### src/rtl/xm23_pkg.sv
// Shared encodings for the XM23 MAR/MDR memory controller.
// State codes, access/size codes and the wait-counter width helper.
package xm23_pkg;

    localparam logic [1:0] ST_IDLE  = 2'd0;
    localparam logic [1:0] ST_ISSUE = 2'd1;
    localparam logic [1:0] ST_WAIT  = 2'd2;
    localparam logic [1:0] ST_CAPT  = 2'd3;

    localparam logic ACC_RD  = 1'b0;
    localparam logic ACC_WR  = 1'b1;
    localparam logic SZ_WORD = 1'b0;
    localparam logic SZ_BYTE = 1'b1;

    function automatic int cnt_width(input int waits);
        return (waits > 0) ? $clog2(waits + 1) : 1;
    endfunction

endpackage

### src/rtl/xm23_lane_steer.sv
// Byte-lane steering: lo/hi address pair, write data/enables, read assembly.
// Purely combinational; the controller registers everything it produces.
module xm23_lane_steer
    import xm23_pkg::*;
#(
    parameter int ADDR_W = 16
) (
    input  logic [ADDR_W-1:0] addr,
    input  logic              wr,
    input  logic              size,
    input  logic [15:0]       wdata,
    input  logic              rd_size,
    input  logic [7:0]        rdata_lo,
    input  logic [7:0]        rdata_hi,
    output logic [ADDR_W-1:0] addr_lo,
    output logic [ADDR_W-1:0] addr_hi,
    output logic [7:0]        wdata_lo,
    output logic [7:0]        wdata_hi,
    output logic              we_lo,
    output logic              we_hi,
    output logic [15:0]       rdata
);

    logic is_wr;
    logic is_word;

    assign is_wr   = (wr == ACC_WR);
    assign is_word = (size == SZ_WORD);

    // High lane wraps naturally at the top of the address space.
    assign addr_lo  = addr;
    assign addr_hi  = addr + ADDR_W'(1);
    assign we_lo    = is_wr;
    assign we_hi    = is_wr && is_word;
    assign wdata_lo = is_wr ? wdata[7:0] : 8'h00;
    assign wdata_hi = (is_wr && is_word) ? wdata[15:8] : 8'h00;
    assign rdata    = (rd_size == SZ_BYTE) ? {8'h00, rdata_lo}
                                           : {rdata_hi, rdata_lo};

endmodule

### src/rtl/xm23_mem_ctrl.sv
// MAR/MDR memory controller: CPU port plus read-only debug port onto split
// byte-lane RAM, with wait states, alignment faults and done/fault pulses.
module xm23_mem_ctrl
    import xm23_pkg::*;
#(
    parameter int ADDR_W      = 16,
    parameter int WAIT_STATES = 0,
    parameter int ALIGN_CHECK = 1
) (
    input  logic              clk,
    input  logic              rst_n,
    input  logic              cpu_req,
    input  logic              cpu_wr,
    input  logic              cpu_byte,
    input  logic [ADDR_W-1:0] cpu_addr,
    input  logic [15:0]       cpu_wdata,
    output logic [15:0]       cpu_rdata,
    output logic              cpu_done,
    output logic              cpu_fault,
    input  logic              dbg_req,
    input  logic [ADDR_W-1:0] dbg_addr,
    output logic [15:0]       dbg_rdata,
    output logic              dbg_done,
    output logic [ADDR_W-1:0] mem_addr_lo,
    output logic [ADDR_W-1:0] mem_addr_hi,
    output logic [7:0]        mem_wdata_lo,
    output logic [7:0]        mem_wdata_hi,
    output logic              mem_we_lo,
    output logic              mem_we_hi,
    input  logic [7:0]        mem_rdata_lo,
    input  logic [7:0]        mem_rdata_hi
);

    localparam int CW = cnt_width(WAIT_STATES);
    localparam logic [CW-1:0] CNT_INIT =
        (WAIT_STATES > 0) ? CW'(WAIT_STATES - 1) : '0;

    logic [1:0]        state;
    logic [CW-1:0]     cnt;
    logic              own_dbg;
    logic              wr_q;
    logic              size_q;

    logic              idle;
    logic              misalign;
    logic              take_fault;
    logic              take_cpu;
    logic              take_dbg;
    logic [ADDR_W-1:0] sel_addr;
    logic              sel_wr;
    logic              sel_size;
    logic [ADDR_W-1:0] st_addr_lo;
    logic [ADDR_W-1:0] st_addr_hi;
    logic [7:0]        st_wdata_lo;
    logic [7:0]        st_wdata_hi;
    logic              st_we_lo;
    logic              st_we_hi;
    logic [15:0]       st_rdata;

    // A pending done/fault pulse forces one idle turnaround cycle.
    assign idle = (state == ST_IDLE) && !cpu_done && !cpu_fault && !dbg_done;
    assign misalign = (ALIGN_CHECK != 0) && (cpu_byte == SZ_WORD) && cpu_addr[0];

    assign take_fault = idle && cpu_req && misalign;
    assign take_cpu   = idle && cpu_req && !misalign;
    assign take_dbg   = idle && !cpu_req && dbg_req;

    assign sel_addr = take_cpu ? cpu_addr : dbg_addr;
    assign sel_wr   = take_cpu ? cpu_wr : ACC_RD;
    assign sel_size = take_cpu ? cpu_byte : SZ_WORD;

    xm23_lane_steer #(
        .ADDR_W (ADDR_W)
    ) u_steer (
        .addr     (sel_addr),
        .wr       (sel_wr),
        .size     (sel_size),
        .wdata    (cpu_wdata),
        .rd_size  (size_q),
        .rdata_lo (mem_rdata_lo),
        .rdata_hi (mem_rdata_hi),
        .addr_lo  (st_addr_lo),
        .addr_hi  (st_addr_hi),
        .wdata_lo (st_wdata_lo),
        .wdata_hi (st_wdata_hi),
        .we_lo    (st_we_lo),
        .we_hi    (st_we_hi),
        .rdata    (st_rdata)
    );

    always_ff @(posedge clk or negedge rst_n) begin
        if (!rst_n) begin
            state        <= ST_IDLE;
            cnt          <= '0;
            own_dbg      <= 1'b0;
            wr_q         <= ACC_RD;
            size_q       <= SZ_WORD;
            cpu_rdata    <= '0;
            cpu_done     <= 1'b0;
            cpu_fault    <= 1'b0;
            dbg_rdata    <= '0;
            dbg_done     <= 1'b0;
            mem_addr_lo  <= '0;
            mem_addr_hi  <= '0;
            mem_wdata_lo <= '0;
            mem_wdata_hi <= '0;
            mem_we_lo    <= 1'b0;
            mem_we_hi    <= 1'b0;
        end else begin
            cpu_done  <= 1'b0;
            cpu_fault <= 1'b0;
            dbg_done  <= 1'b0;
            mem_we_lo <= 1'b0;
            mem_we_hi <= 1'b0;
            unique case (state)
                ST_IDLE: begin
                    if (take_fault) begin
                        cpu_fault <= 1'b1;
                    end else if (take_cpu || take_dbg) begin
                        state        <= ST_ISSUE;
                        own_dbg      <= take_dbg;
                        wr_q         <= sel_wr;
                        size_q       <= sel_size;
                        mem_addr_lo  <= st_addr_lo;
                        mem_addr_hi  <= st_addr_hi;
                        mem_wdata_lo <= st_wdata_lo;
                        mem_wdata_hi <= st_wdata_hi;
                        mem_we_lo    <= st_we_lo;
                        mem_we_hi    <= st_we_hi;
                    end
                end
                ST_ISSUE: begin
                    cnt   <= CNT_INIT;
                    state <= (WAIT_STATES > 0) ? ST_WAIT : ST_CAPT;
                end
                ST_WAIT: begin
                    if (cnt == '0) state <= ST_CAPT;
                    else cnt <= cnt - CW'(1);
                end
                ST_CAPT: begin
                    state <= ST_IDLE;
                    if (own_dbg) begin
                        dbg_rdata <= st_rdata;
                        dbg_done  <= 1'b1;
                    end else begin
                        // Writes leave the MDR-in register untouched.
                        if (wr_q == ACC_RD) cpu_rdata <= st_rdata;
                        cpu_done <= 1'b1;
                    end
                end
                default: state <= ST_IDLE;
            endcase
        end
    end

endmodule

### config.mk
export PLATFORM = sky130hd
export DESIGN_NAME = xm23_mem_ctrl
export DESIGN_NICKNAME = d
export VERILOG_FILES = /design/src/rtl/xm23_pkg.sv /design/src/rtl/xm23_lane_steer.sv /design/src/rtl/xm23_mem_ctrl.sv
export SDC_FILE = /design/constraint.sdc
export NUM_CORES = 1
export LEC_CHECK = 0
export CELL_PAD_IN_SITES_DETAIL_PLACEMENT = 0
export CELL_PAD_IN_SITES_GLOBAL_PLACEMENT = 2
export CORE_UTILIZATION = 32
export CTS_BUF_LIST = sky130_fd_sc_hd__clkbuf_8
export CTS_CLUSTER_DIAMETER = 200
export CTS_CLUSTER_SIZE = 28
export DETAILED_ROUTE_END_ITERATION = 8
export GPL_TIMING_DRIVEN = 0
export PLACE_DENSITY = 0.91
export SLEW_MARGIN = 5
export SYNTH_ARGS = -nofsm -noshare
export SYNTH_HDL_FRONTEND = slang
export SYNTH_HIERARCHICAL = 1
export SYNTH_SLANG_ARGS = --single-unit
### constraint.sdc
create_clock -name clk -period 6.6 [get_ports clk]
set_clock_uncertainty 0.15 [all_clocks]
set_input_delay 0.99 -clock clk [delete_from_list [all_inputs] [get_ports clk]]
set_output_delay 0.99 -clock clk [all_outputs]
set_load 0.03 [all_outputs]
# Word level (Yosys, flattened, before mapping)
# Index checks and enable logic that the tools add are counted.
# classes
add_sub_neg,2
n_eq_ne,6
muxes,24
n_bitwise,5
reduce_logical,22
# op_table
op,n
16-bit two-way mux,2
16-bit by 1-bit adder with 16-bit output (second input constant),1
8-bit two-way mux,2
1-bit two-way mux,15
1-bit logical AND,10
3-bit AND reduction,3
2-bit one-hot mux with 4 select lines,1
2-bit two-way mux,3
1-bit logical NOT,5
1-bit inverter,5
2-bit equality test (second input constant),2
2-bit inequality test (second input constant),2
2-bit by 1-bit equality test with 1-bit output (second input constant),1
2-bit logical NOT,1
2-bit by 1-bit inequality test with 1-bit output (second input constant),1
1-bit one-hot mux with 2 select lines,1
2-bit AND reduction,1
2-bit nonzero test,1
1-bit logical OR,1
1-bit subtractor (second input constant),1
# totals
regBits,91
input_bits,70
out_inout_bits,85
word_cells,75

# Longest topological paths before layout
# depth
word_depth,12
depth_mapped,12
mapped_depth_nobuf,10

# Hierarchy
# The synthesis kept the hierarchy.
# modules_own_cells
mod,n_inst,cells_per_inst,area_each_um2,seq_area_each_um2
xm23_mem_ctrl,1,225,3673.5,2252.2
xm23_lane_steer,1,94,645.6,0.0

# Least setup slack after synthesis
# No wires, ideal clock.
# synth_path
path_kind,input to register
start,input port cpu_byte
end,register mem_addr_hi[12]
setup_time_ns,0.125
arrival_time_ns,2.687
slack_ns,3.638
cell_stages,10
path_cell_list,nand2b_1 nand3_2 buf_6 buf_12 mux2_4 ha_1 nand4_1 nor4_1 xor2_1 mux2_2
# synth_via
elab_chain_len,6
# synth_lines
item,line,rtl
"start, declared",xm23_mem_ctrl.sv:14,"input logic cpu_byte,"
1-bit inverter,xm23_mem_ctrl.sv:62,assign misalign = (ALIGN_CHECK != 0) && (cpu_byte == SZ_WORD) && cpu_addr[0];
1-bit logical AND,xm23_mem_ctrl.sv:62,
1-bit logical NOT,xm23_mem_ctrl.sv:65,assign take_cpu = idle && cpu_req && !misalign;
1-bit logical AND,xm23_mem_ctrl.sv:65,
16-bit two-way mux,xm23_mem_ctrl.sv:68,assign sel_addr = take_cpu ? cpu_addr : dbg_addr;
net sel_addr[1],xm23_mem_ctrl.sv:49,logic [ADDR_W-1:0] sel_addr;
16-bit by 1-bit adder with 16-bit output,xm23_lane_steer.sv:32,assign addr_hi = addr + ADDR_W'(1);
net st_addr_hi[12],xm23_mem_ctrl.sv:53,logic [ADDR_W-1:0] st_addr_hi;
"end signal, assigned",xm23_mem_ctrl.sv:125,mem_addr_hi <= st_addr_hi;
"end, declared",xm23_mem_ctrl.sv:25,"output logic [ADDR_W-1:0] mem_addr_hi,"
# The timed path passes the listed nets, and every way through them passes these cells.
# A chain may end at the register's enable or synchronous reset.

# Worst setup path in the final report
# Ends and elaborated chain as after synthesis.

==> impl_metrics.ini <==
[synthesis]
yosysSeqAreaShare = 0.5214
syn-mean-instance-area_um2 = 13.54
ys_ff_latch = 90
yosys_most_used_dff = dfrtp_1
syn_nets = 393
synth_area_um2 = 4319
ys_types = 33
synthArstFlopShare = 1.000
synth_edf_count = 0
synthCells = 319
synth.top_cell.area_share = 0.5214
ys_warn_count = 6
yosys.area.top_type = dfrtp_1
ys_top_cells_by_area = dfrtp_1 52%, mux2_2 22%, buf_4 4.3%, and2_1 2.6%, mux2_4 2.4%

[floorplan]
pin_count = 155
dieArea_um2 = 13970
core_area_um2 = 13190
rows = 42
die_w_um = 118.2
initial_utilization = 0.3275
die_h_um = 118.2

[clocking]
holdBufCountCts = 0
cts_sinks = 90
cts_tree = yes
insertion_delay_ns = 0.36
cts-root-buf = clkbuf_8
numCtsBuffers = 9
cts-resized-gates = 0
clk_pin_slew_ns = 0.09
clock_tree.buffer_depth = 2
htreeDepth = 3
cts_setup_buffers = 0

[sta]
hold_viol_final = 0
report.final.slew_viol_count = 0
tns_ns = 0
timing.slew.headroom = 0.6018
finalCritPeriodShare = 0.5136
finalSetupViolCount = 0
fmax_mhz = 295.0
tightest_slew_ns = 0.5952
period_minus_slack_ns = 3.390
rsz0062_at_grt = false

[global_route]
grtUsageMet3 = 0.03861
grt_antenna_before_repair = 0
grt_max_degree = 61
busiest_layer = met2
use_met2 = 0.2485
grt_usage = 0.1536
grt-ovfl-total = 0
use_met1 = 0.1933
first_global_vias = 3115
grt_pass1_wl_um = 16590

[drt]
viasPerCell = 4.444
num_vias = 2920
drt_iter0_drc = 86
post_drt_wl_per_cell_um = 15.27
antenna_left = 0
dr.pass1.iters = 4
post-route-drc-count = 0
finalWirelength_um = 10030

[power]
total_power_mw = 2.722
leakagePower_nw = 2.719
p_per_area_nw_per_um2 = 439.3
ir_drop_mv = 0.1204

[setup_path]
crit_fanout = 10
timing.rr.start = state[0]$_DFFE_PN0P_
end_kind = flip-flop
cp-start-kind = input pin
criticalPathCategory = in -> reg
arrival_ns = 3.49
cp.required_ns = 6.70
r2r_end = mem_addr_hi[12]$_DFFE_PN0P_
r2r.worst_path.cells = 12
r2r_slack_ns = 3.40

[layout]
n_antenna_cell = 0
nets = 551
syn_to_final_growth_pct = 43.45
num-fill-cells = 1259
design_area_um2 = 6196
drive_above_1_share = 0.3181

[job]
maxCapViolCount = 0

[run_status]
outcome = finished, final reports clean

[min_path]
whs_endpoint = cpu_done$_DFF_PN0_
min-delay-start = own_dbg$_DFFE_PN0P_
hold_depth = 1
hp-class = reg -> reg

[placed_design]
placed_area_um2 = 6026
gp_congestion = 0.7361
io_buffers = 146
hpwl_um = 7675
cell usage after synthesis (2+ instances only):
cell type	count
xor2_1	9
nor4_1	3
dfrtp_1	90
xnor2_1	5
mux2_4	7
nand2_1	8
nand3_1	5
inv_1	8
buf_4	25
nor2b_1	11
nor2_1	5
mux2_2	86
buf_6	6
mux2_1	3
nand2b_1	2
nor3_1	4
nand3_2	2
buf_2	3
nand4_1	3
ha_1	4
and2_1	18
cells by family (layout without fill, tap and decap cells):
logic type / after synthesis / after routing / synth area share
muxes: 97 / 97 / 0.2587
DFF: 90 / 90 / 0.5214
and+or+nand+nor: 67 / 67 / 0.09908
buffers and inverters: 44 / 206 / 0.07503
xor gates and xnor gates: 14 / 14 / 0.02839
adders and majority gates: 4 / 4 / 0.01159
AOI/OAI and AO/OA: 3 / 3 / 0.005795
sequential cells by signal (all words and copies together), names as in the netlist:
register / cells
cpu_rdata: 16
dbg_done: 1
size_q: 1
mem_addr_lo: 16
cpu_fault: 1
dbg_rdata: 16
mem_we_hi: 1
mem_wdata_lo: 8
mem_wdata_hi: 8
mem_addr_hi: 16
mem_we_lo: 1
own_dbg: 1
cpu_done: 1
wr_q: 1
state: 2
layer usage:
layer  vias up  wire length [um]  share of wire
li1       1391                 -              -
met1      1440              4411           0.44
met2        76              4896           0.49
met3        13               512          0.051
met4         0               212          0.021
met5         -                 0              0
cell usage in the layout, fill, tap and decap left out, types with 2 or more instances in the layout:
cell	instances
clkdlybuf4s50_1	145
dfrtp_1	90
mux2_2	86
buf_4	26
and2_1	18
nor2b_1	11
clkbuf_8	11
inv_1	9
xor2_1	9
nand2_1	8
mux2_4	7
buf_6	6
nor2_1	5
nand3_1	5
xnor2_1	5
ha_1	4
nor3_1	4
buf_2	3
mux2_1	3
clkinv_2	3
nand4_1	3
nor4_1	3
nand2b_1	2
nand3_2	2
cell type report:
cell class              count  area, um2  area share
clock inverters             4      18.77    0.003029
inverters                   8      30.03    0.004847
flip-flops and latches     90       2252      0.3635
multi-input cells         185       1743      0.2813
clock buffers              11      151.4     0.02443
repair buffers            147       1486      0.2399
well taps                 176      220.2     0.03554
plain buffers              36      294.0     0.04746
power by group:
group	switching, mW	total, mW	internal [mW]
Sequential	0.125	0.908	0.783
Combinational	0.759	1.47	0.711
Clock	0.191	0.344	0.152
Total	1.08	2.72	1.65
per-stage QoR:
| stage | hold slack [ns] | setup WS (ns) | instances | utilization |
|---|---|---|---|---|
| 6_report | 0.3299 | 3.210 | 657 | 0.4697 |
| 5_1_grt | 0.3695 | 3.024 | 657 | 0.4697 |
| 4_1_cts | 0.3387 | 3.237 | 657 | 0.4697 |
| 3_5_place_dp | 0.3199 | 2.830 | 642 | 0.4568 |
| 3_3_place_gp | 0.3082 | 0.9962 | 641 | 0.4549 |
| 2_1_floorplan | 0.2826 | 3.638 | 319 | - |
critical path: stages:
cell and delay (ns):
clkdlybuf4s50_1 0.46, nand2b_1 0.14, nand3_2 0.10, buf_6 0.19, buf_12 0.16, mux2_4 0.23
ha_1 0.21, nand4_1 0.30, nor4_1 0.31, xor2_1 0.11, mux2_2 0.27
worst max-delay path by stage:
stage             start                     endpoint  slack (ns)  cells after the start
2_1_floorplan  cpu_byte  mem_addr_hi[12]$_DFFE_PN0P_        3.64                     10
3_3_place_gp      rst_n     dbg_rdata[4]$_DFFE_PN0P_         1.0                      1
3_5_place_dp   cpu_byte  mem_addr_hi[12]$_DFFE_PN0P_        2.83                     11
4_1_cts        cpu_byte  mem_addr_hi[12]$_DFFE_PN0P_        3.24                     11
5_1_grt        cpu_byte  mem_addr_hi[12]$_DFFE_PN0P_        3.02                     11
6_report       cpu_byte  mem_addr_hi[12]$_DFFE_PN0P_        3.21                     11
No activity file was read; power rests on OpenSTA's default activity.
